## src/rtl/md_unit_param.sv

```systemverilog
// Multiply/divide unit owning the HI/LO pair: MULT/MADD/MSUB and a restoring bit-serial DIV.
// Latency: MUL_CYCLES busy cycles for multiply-class ops, WIDTH for divides; done pulses on commit.
// No backpressure: start is ignored while busy, and flush aborts without touching HI/LO.
module md_unit_param #(
    parameter int WIDTH      = 32,
    parameter int MUL_CYCLES = 5
) (
    input  logic             clk,
    input  logic             reset,
    input  logic             start,
    input  logic [2:0]       op,
    input  logic [WIDTH-1:0] src_a,
    input  logic [WIDTH-1:0] src_b,
    input  logic             hi_we,
    input  logic             lo_we,
    input  logic [WIDTH-1:0] wd,
    input  logic             rd_sel,
    input  logic             flush,
    output logic [WIDTH-1:0] rd,
    output logic             busy,
    output logic             done
);
    localparam int CNT_MAX = (MUL_CYCLES > WIDTH) ? MUL_CYCLES - 1 : WIDTH - 1;
    localparam int CW      = $clog2(CNT_MAX + 1);
    localparam logic [CW-1:0]    MUL_LOAD = CW'(MUL_CYCLES - 1);
    localparam logic [CW-1:0]    DIV_LOAD = CW'(WIDTH - 1);
    localparam logic [CW-1:0]    CNT_ONE  = CW'(1);
    localparam logic [WIDTH-1:0] ONE      = WIDTH'(1);

    typedef enum logic [1:0] {S_IDLE, S_MUL, S_DIV, S_DONE} state_t;

    state_t               state_q, state_d;
    logic                 commit;
    logic                 accept;
    logic                 is_div_in;
    logic                 sgn_in;

    logic [WIDTH-1:0]     hi_q, lo_q;
    logic [WIDTH-1:0]     a_q, b_q;
    logic [2:0]           op_q;
    logic [2*WIDTH-1:0]   acc_q;
    logic [CW-1:0]        cnt_q;
    logic [WIDTH-1:0]     rem_q, quo_q;
    logic                 dbz_q, q_neg_q, r_neg_q;

    logic [WIDTH:0]       rem_sh, diff;
    logic                 ge;
    logic [WIDTH-1:0]     rem_nx, quo_nx;
    logic                 msgn;
    logic [2*WIDTH-1:0]   a_ext, b_ext, product, mul_res;
    logic [WIDTH-1:0]     hi_nx, lo_nx;

    function automatic logic [WIDTH-1:0] mag(input logic [WIDTH-1:0] x, input logic sgn);
        return (sgn && x[WIDTH-1]) ? (~x + ONE) : x;
    endfunction

    assign busy      = (state_q == S_MUL) || (state_q == S_DIV);
    assign done      = (state_q == S_DONE);
    assign rd        = rd_sel ? hi_q : lo_q;
    assign accept    = start && !flush && !busy;
    assign is_div_in = (op == 3'd2) || (op == 3'd3);
    assign sgn_in    = ~op[0];

    always_ff @(posedge clk) begin
        if (!reset) state_q <= S_IDLE;
        else        state_q <= state_d;
    end

    always_comb begin
        state_d = state_q;
        commit  = 1'b0;
        case (state_q)
            S_IDLE, S_DONE: begin
                if (accept)                state_d = is_div_in ? S_DIV : S_MUL;
                else if (state_q == S_DONE) state_d = S_IDLE;
            end
            S_MUL, S_DIV: begin
                if (flush) begin
                    state_d = S_IDLE;
                end else if (cnt_q == '0) begin
                    state_d = S_DONE;
                    commit  = 1'b1;
                end
            end
            default: state_d = S_IDLE;
        endcase
    end

    // One restoring step; the borrow out of diff doubles as the compare result.
    always_comb begin
        rem_sh = {rem_q, quo_q[WIDTH-1]};
        diff   = rem_sh - {1'b0, b_q};
        ge     = ~diff[WIDTH];
        rem_nx = ge ? diff[WIDTH-1:0] : rem_sh[WIDTH-1:0];
        quo_nx = {quo_q[WIDTH-2:0], ge};
    end

    always_comb begin
        msgn    = ~op_q[0];
        a_ext   = {{WIDTH{msgn & a_q[WIDTH-1]}}, a_q};
        b_ext   = {{WIDTH{msgn & b_q[WIDTH-1]}}, b_q};
        product = a_ext * b_ext;
        case (op_q)
            3'd4, 3'd5: mul_res = acc_q + product;
            3'd6, 3'd7: mul_res = acc_q - product;
            default:    mul_res = product;
        endcase
    end

    always_comb begin
        hi_nx = mul_res[2*WIDTH-1:WIDTH];
        lo_nx = mul_res[WIDTH-1:0];
        if (state_q == S_DIV) begin
            if (dbz_q) begin
                hi_nx = a_q;
                lo_nx = '1;
            end else begin
                hi_nx = r_neg_q ? (~rem_nx + ONE) : rem_nx;
                lo_nx = q_neg_q ? (~quo_nx + ONE) : quo_nx;
            end
        end
    end

    always_ff @(posedge clk) begin
        if (!reset) begin
            hi_q    <= '0;
            lo_q    <= '0;
            cnt_q   <= '0;
            a_q     <= '0;
            b_q     <= '0;
            op_q    <= '0;
            acc_q   <= '0;
            rem_q   <= '0;
            quo_q   <= '0;
            dbz_q   <= 1'b0;
            q_neg_q <= 1'b0;
            r_neg_q <= 1'b0;
        end else begin
            if (accept) begin
                op_q    <= op;
                a_q     <= src_a;
                b_q     <= is_div_in ? mag(src_b, sgn_in) : src_b;
                acc_q   <= {hi_q, lo_q};
                quo_q   <= mag(src_a, sgn_in);
                rem_q   <= '0;
                dbz_q   <= (src_b == '0);
                q_neg_q <= sgn_in & (src_a[WIDTH-1] ^ src_b[WIDTH-1]);
                r_neg_q <= sgn_in & src_a[WIDTH-1];
                cnt_q   <= is_div_in ? DIV_LOAD : MUL_LOAD;
            end else if (busy && !flush) begin
                if (cnt_q != '0) cnt_q <= cnt_q - CNT_ONE;
                if (state_q == S_DIV) begin
                    rem_q <= rem_nx;
                    quo_q <= quo_nx;
                end
            end

            // MTHI/MTLO only land while idle and not being overridden by a start.
            if (commit) begin
                hi_q <= hi_nx;
                lo_q <= lo_nx;
            end else if (!busy && !start) begin
                if (hi_we) hi_q <= wd;
                if (lo_we) lo_q <= wd;
            end
        end
    end
endmodule

```

## config.mk

```make
export PLATFORM = sky130hd
export DESIGN_NAME = md_unit_param
export DESIGN_NICKNAME = d
export VERILOG_FILES = /design/src/rtl/md_unit_param.sv
export SDC_FILE = /design/constraint.sdc
export NUM_CORES = 2
export LEC_CHECK = 0
export ABC_AREA = 1
export BUFFER_PORTS_ARGS = -buffer_cell sky130_fd_sc_hd__buf_4
export CAP_MARGIN = 10
export CORE_ASPECT_RATIO = 1.5
export CORE_MARGIN = 1.5
export CORE_UTILIZATION = 55
export CTS_BUF_LIST = sky130_fd_sc_hd__clkbuf_16
export CTS_CLUSTER_DIAMETER = 100
export DETAILED_ROUTE_END_ITERATION = 16
export HOLD_SLACK_MARGIN = 0.12
export PLACE_DENSITY = 0.78
export SETUP_SLACK_MARGIN = 0.4
export SLEW_MARGIN = 20
export SYNTH_ARGS = -nofsm -noshare
export SYNTH_HDL_FRONTEND = slang
export SYNTH_SLANG_ARGS = --single-unit
export TNS_END_PERCENT = 30
```

## constraint.sdc

```tcl
create_clock -name clk -period 13.5 [get_ports clk]
set_input_delay 2.025 -clock clk [delete_from_list [all_inputs] [get_ports clk]]
set_output_delay 2.025 -clock clk [all_outputs]
set_load 0.02 [all_outputs]
```

# Word level (Yosys, flattened, before mapping)
# Index checks and enable logic that the tools add are counted.
[classes] n_addsub=8 mul=1 n_eq_ne=11 n_mux=34 bitwise=13 reduce_logical=32
[ops] operator="32-bit two-way mux" n=20
[ops] operator="32-bit by 1-bit adder with 32-bit output (second input constant)" n=4
[ops] operator="32-bit inverter" n=4
[ops] operator="64-bit one-hot mux with 2 select lines" n=1
[ops] operator="64-bit adder" n=1
[ops] operator="33-bit by 33-bit multiplier with 64-bit output" n=1
[ops] operator="64-bit subtractor" n=1
[ops] operator="33-bit by 32-bit subtractor with 33-bit output" n=1
[ops] operator="32-bit zero test" n=1
[ops] operator="5-bit two-way mux" n=4
[ops] operator="3-bit == test (second input constant)" n=4
[ops] operator="2-bit AND reduction" n=6
[ops] operator="2-bit nonzero test" n=6
[ops] operator="2-bit two-way mux" n=5
[ops] operator="2-bit OR reduction" n=5
[ops] operator="3-bit by 2-bit == test with 1-bit output (second input constant)" n=2
[ops] operator="1-bit logical AND" n=6
[ops] operator="3-bit != test (second input constant)" n=2
[ops] operator="5-bit zero test" n=1
[ops] operator="5-bit nonzero test" n=1
[ops] operator="5-bit by 1-bit subtractor with 5-bit output (second input constant)" n=1
[ops] operator="1-bit AND" n=4
[ops] operator="2-bit == test (second input constant)" n=2
[ops] operator="1-bit inverter" n=4
[ops] operator="other kinds (7)" n=12
[totals] register_bits=269 input_bits=106 out_inout_bits=34

# Longest topological paths before layout
[depth] ltp_word=8 mapped_depth=59 ltp_nobuf=57

# Worst setup path before layout
# OpenSTA, ideal clock, no wires.
[synth_path] path_type="flip-flop to flip-flop" from="reg a_q[31]" to="reg hi_q[31]" t_arrival_ps=9292 required_ps=13367 path_slack_ps=4075 stages_incl_launch_ff=48 period_less_slack_ps=9425 path_cell_list="dfxtp_1 clkbuf_1 clkbuf_1 nand2_1 nor2_1 fa_1 fa_1 fa_1 fa_1 inv_1 fa_1 fa_1 fa_1 fa_1 inv_1 ha_1 nand2_1 nor2_1 [... 12 more ...] nand4_1 xor2_1 nand2_1 o21ai_0 ha_1 nand2_1 nor2_1 inv_1 nor2_1 nand2_1 nor4_1 a21oi_1 nand3_1 nand3_1 nand2_1 nand2_1 nand2_1 a21oi_2"
[synth_between] elab_chain_len=6
[synth_lines] element="from (decl)" line_no="39" text="logic [WIDTH-1:0] a_q, b_q;"
[synth_lines] element="from (signal assigned)" line_no="141" text="a_q <= src_a;"
[synth_lines] element="1-bit AND" line_no="100" text="a_ext = {{WIDTH{msgn & a_q[WIDTH-1]}}, a_q};"
[synth_lines] element="33-bit by 33-bit multiplier with 64-bit output" line_no="102" text="product = a_ext * b_ext;"
[synth_lines] element="64-bit subtractor / 64-bit adder (equally long branches)" line_no="105, 104"
[synth_lines] element="64-bit one-hot mux with 2 select lines" line_no="103" text="case (op_q)"
[synth_lines] element="32-bit two-way mux (*)" line_no="113" text="if (state_q == S_DIV) begin"
[synth_lines] element="32-bit two-way mux (*)" line_no="159" text="if (commit) begin"
[synth_lines] element="to (signal assigned)" line_no="160" text="hi_q <= hi_nx;"
[synth_lines] element="to (signal assigned)" line_no="163" text="if (hi_we) hi_q <= wd;"
[synth_lines] element="to (decl)" line_no="38" text="logic [WIDTH-1:0] hi_q, lo_q;"
# Mark *: on every way between the ends. The rest lies on a longest branch, timed or not.
# A chain may end at the register's enable or synchronous reset.

# Final worst setup path
[layout_path] from="reg b_q[5]" to="reg hi_q[30]"
[layout_between] elab_chain_len=8
[layout_lines] element="from (decl)" line_no="39"
[layout_lines] element="from (signal assigned)" line_no="142" text="b_q <= is_div_in ? mag(src_b, sgn_in) : src_b;"
[layout_lines] element="parallel branches: the longest is 6 deep, another holds 33-bit by 33-bit multiplier with 64-bit output"
[layout_lines] element="32-bit two-way mux (*)" line_no="113"
[layout_lines] element="32-bit two-way mux (*)" line_no="159"
# Mark *: on every way between the ends.

==> impl_metrics.yaml <==
layout:
  fillers: 11000
  layout-drive-gt1-share: 0.0510
  multi_input_area_um2: 48400
  area_growth_pct: 5.66
  nets: 10600
  final-seq-area_um2: 5390
clock_network:
  clockRootBuffer: "clkbuf_16"
  clkSinkCount: 269
  clockBufferDepth: 3
  clkLatencyLatePin_ps: 610
  path_clk_slew_ps: 70
  cts_buffers: 35
  cts_setup_buffers: 0
  cts_tree: "done"
  post_cts_resized: 0
  cts_hold_buf: 0
  htreeDepth: 2
yosys:
  synth.most_common_cell: "nand2_1"
  syn_nets: 10700
  yosysTopAreaCell: "fa_1"
  ys_async_sr_fraction: 0
  syn_area_um2: 64100
  yosysUniqueCellTypes: 62
  synth_area_leaders: "fa_1 (35%), nand2_1 (14%), inv_1 (14%)"
  synth.avg_cell_area_um2: 7.00
  yosysWarnings: 0
  yosys-top-cells-count: "nand2_1 (2374), inv_1 (2313), fa_1 (1127)"
  synth.top_cell.area_share: 0.352
  syn_inst: 9160
  ys_seq_area_frac: 0.0840
  synth-edff-count: 0
  synth_seq_cells: 269
  synth_ff_type: "dfxtp_1"
timing:
  final.setup.worst_slack_ps: 1180
  hold_viol: 0
  slew_viol_final: 0
  finalCritPeriodShare: 0.912
  layout_min_cycle_time_ps: 12320
  worstMarginPinSlew_ps: 1300
  relSlewSlack: 0.125
  rsz0062_at_grt: "false"
  tns_ps: 0
  setup_viol: 0
  fin_skew_ps: 42.0
  fmax_mhz: 81.2
floorplan:
  die_h_um: 421
  die_x_um: 282
  core-area_um2: 116000
  dieArea_um2: 119000
  pin_count: 140
  start_util: 0.554
  rows: 153
worst_setup_path:
  critPathArrivalTime_ps: 12830
  critPathLaunchType: "flip-flop"
  critPathMostFrequentCell: "nand2_1"
  reg2reg_to: "hi_q[30]"
  slowest_delay_ps: 940
  crit_type: "reg -> reg"
  worst_setup_path_end_kind: "flip-flop"
  timing.rr.start: "b_q[5]"
  critPathSlowestCell: "dfxtp_1"
  cp_max_fo: 17
  reg2regPathDepth: 41
  cp.required_ps: 14020
  reg2reg_slack_ps: 1180
route:
  firstDrtPassIters: 7
  wl_per_cell_um: 22.9
  vias: 60900
  drt_iter0_drc: 5731
  wirelength_mm: 244
  drcViolationCount: 0
  drt-vias-per-instance: 5.73
  postRouteAntennaNets: 0
hold_path:
  hp-start: "acc_q[17]"
  hold_end: "acc_q[17]"
  hp-class: "reg -> reg"
  hold_depth: 2
flow_run:
  maxCapViolations: 0
global_routing:
  antenna_found_initial: 4
  gr-usage-all-layers: 0.418
  grt_max_degree: 81
  grt_pass1_wl_mm: 370
  grt.overflow.total: 0
  grt_pass1_vias: 63900
pwr:
  power_density_nw_per_um2: 162
  leakagePower_nw: 36.6
  finalPower_w: 0.0110
  vdd_drop_max_mv: 0.201
placed_design:
  place_ws_ps: 1360
  dpl.hpwl_mm: 203
  gp_congestion: 1.08
  portBuffers: 139
status:
  status: "finished clean"
registers in the layout, indices dropped and copies added, names as in the netlist, 3 cells and up:
signal,flops
op_q,3
quo_q,32
b_q,32
lo_q,32
cnt_q,5
rem_q,32
a_q,32
acc_q,64
hi_q,32
per-layer routing:
| metal | global-route usage | part of all wire | up-vias |
|---|---|---|---|
| met5 | 0 | 0.00011 | - |
| met2 | 0.699 | 0.48 | 3447 |
| met4 | 0.319 | 0.095 | 4 |
| met3 | 0.0802 | 0.088 | 1143 |
| li1 | - | - | 27000 |
| met1 | 0.467 | 0.34 | 29300 |
critical path: cells and delay by family (launching register included):
kind,cells,cell delay (ps)
fa+ha+maj,10,5280
simple gates,19,4060
flops,1,940
compound gates,4,900
buf+inv,7,830
xor+xnor,1,150
logic make-up (layout without fill, tap and decap cells):
family | count (synthesis) | count (layout) | synth area share
AND/OR/NAND/NOR | 3411 | 3411 | 0.216
buffers and inverters | 2747 | 2670 | 0.162
adder cells (fa/ha/maj) | 1443 | 1443 | 0.414
AO/OA/AOI/OAI | 1105 | 1105 | 0.0990
flip-flops | 269 | 269 | 0.0840
XOR/XNOR | 185 | 185 | 0.0255
other | 0 | 5 | 0
placed cells by master, fill, tap and decap left out, types with 68 or more instances in the layout:
cell / count
nor2_1: 505
o211ai_1: 69
fa_1: 1127
nand3_1: 231
buf_4: 277
dfxtp_1: 263
nor3_1: 95
ha_1: 316
inv_1: 2313
a21oi_1: 343
xor2_1: 122
a31oi_1: 68
nand2_1: 2374
o21ai_0: 404
how the worst max path moves through the flow:
| stage | start | to | slack, ps | cells after the start |
|---|---|---|---|---|
| floorplan | a_q[31] | hi_q[31] | 4070 | 47 |
| global placement | b_q[8] | hi_q[31] | 1340 | 45 |
| detailed placement | b_q[8] | hi_q[31] | 1360 | 44 |
| CTS | b_q[8] | hi_q[31] | 1250 | 44 |
| global route | a_q[31] | hi_q[31] | 650 | 46 |
| finish | b_q[5] | hi_q[30] | 1180 | 41 |
report_power, final:
group | switching [W] | leakage, nW | total (W) | internal (W)
Clock | 0.000452 | 0.573 | 0.00101 | 0.000556
Combinational | 0.00622 | 33.8 | 0.00876 | 0.00255
Sequential | 0.000251 | 2.19 | 0.00118 | 0.000933
per-stage QoR:
stage | instance area [µm²] | utilization | cells | hold slack, ps
6_report | 67700 | 0.585 | 10600 | 471
5_1_grt | 67700 | 0.585 | 10600 | 489
3_5_place_dp | 66500 | 0.575 | 10600 | 454
3_3_place_gp | 66500 | 0.575 | 10600 | 449
2_1_floorplan | 64100 | - | 9160 | 429
4_1_cts | 67700 | 0.585 | 10600 | 473
area by class of cell:
| cell class | instances | area share |
|---|---|---|
| inverters | 2328 | 0.129 |
| clock inverters | 28 | 0.00408 |
| well taps | 1550 | 0.0286 |
| diodes | 5 | 0.000185 |
| clock buffers | 36 | 0.0133 |
| repair buffers | 278 | 0.0310 |
| multi-input cells | 6144 | 0.714 |
| flip-flops and latches | 269 | 0.0796 |
(Power assumes the default switching activity.)
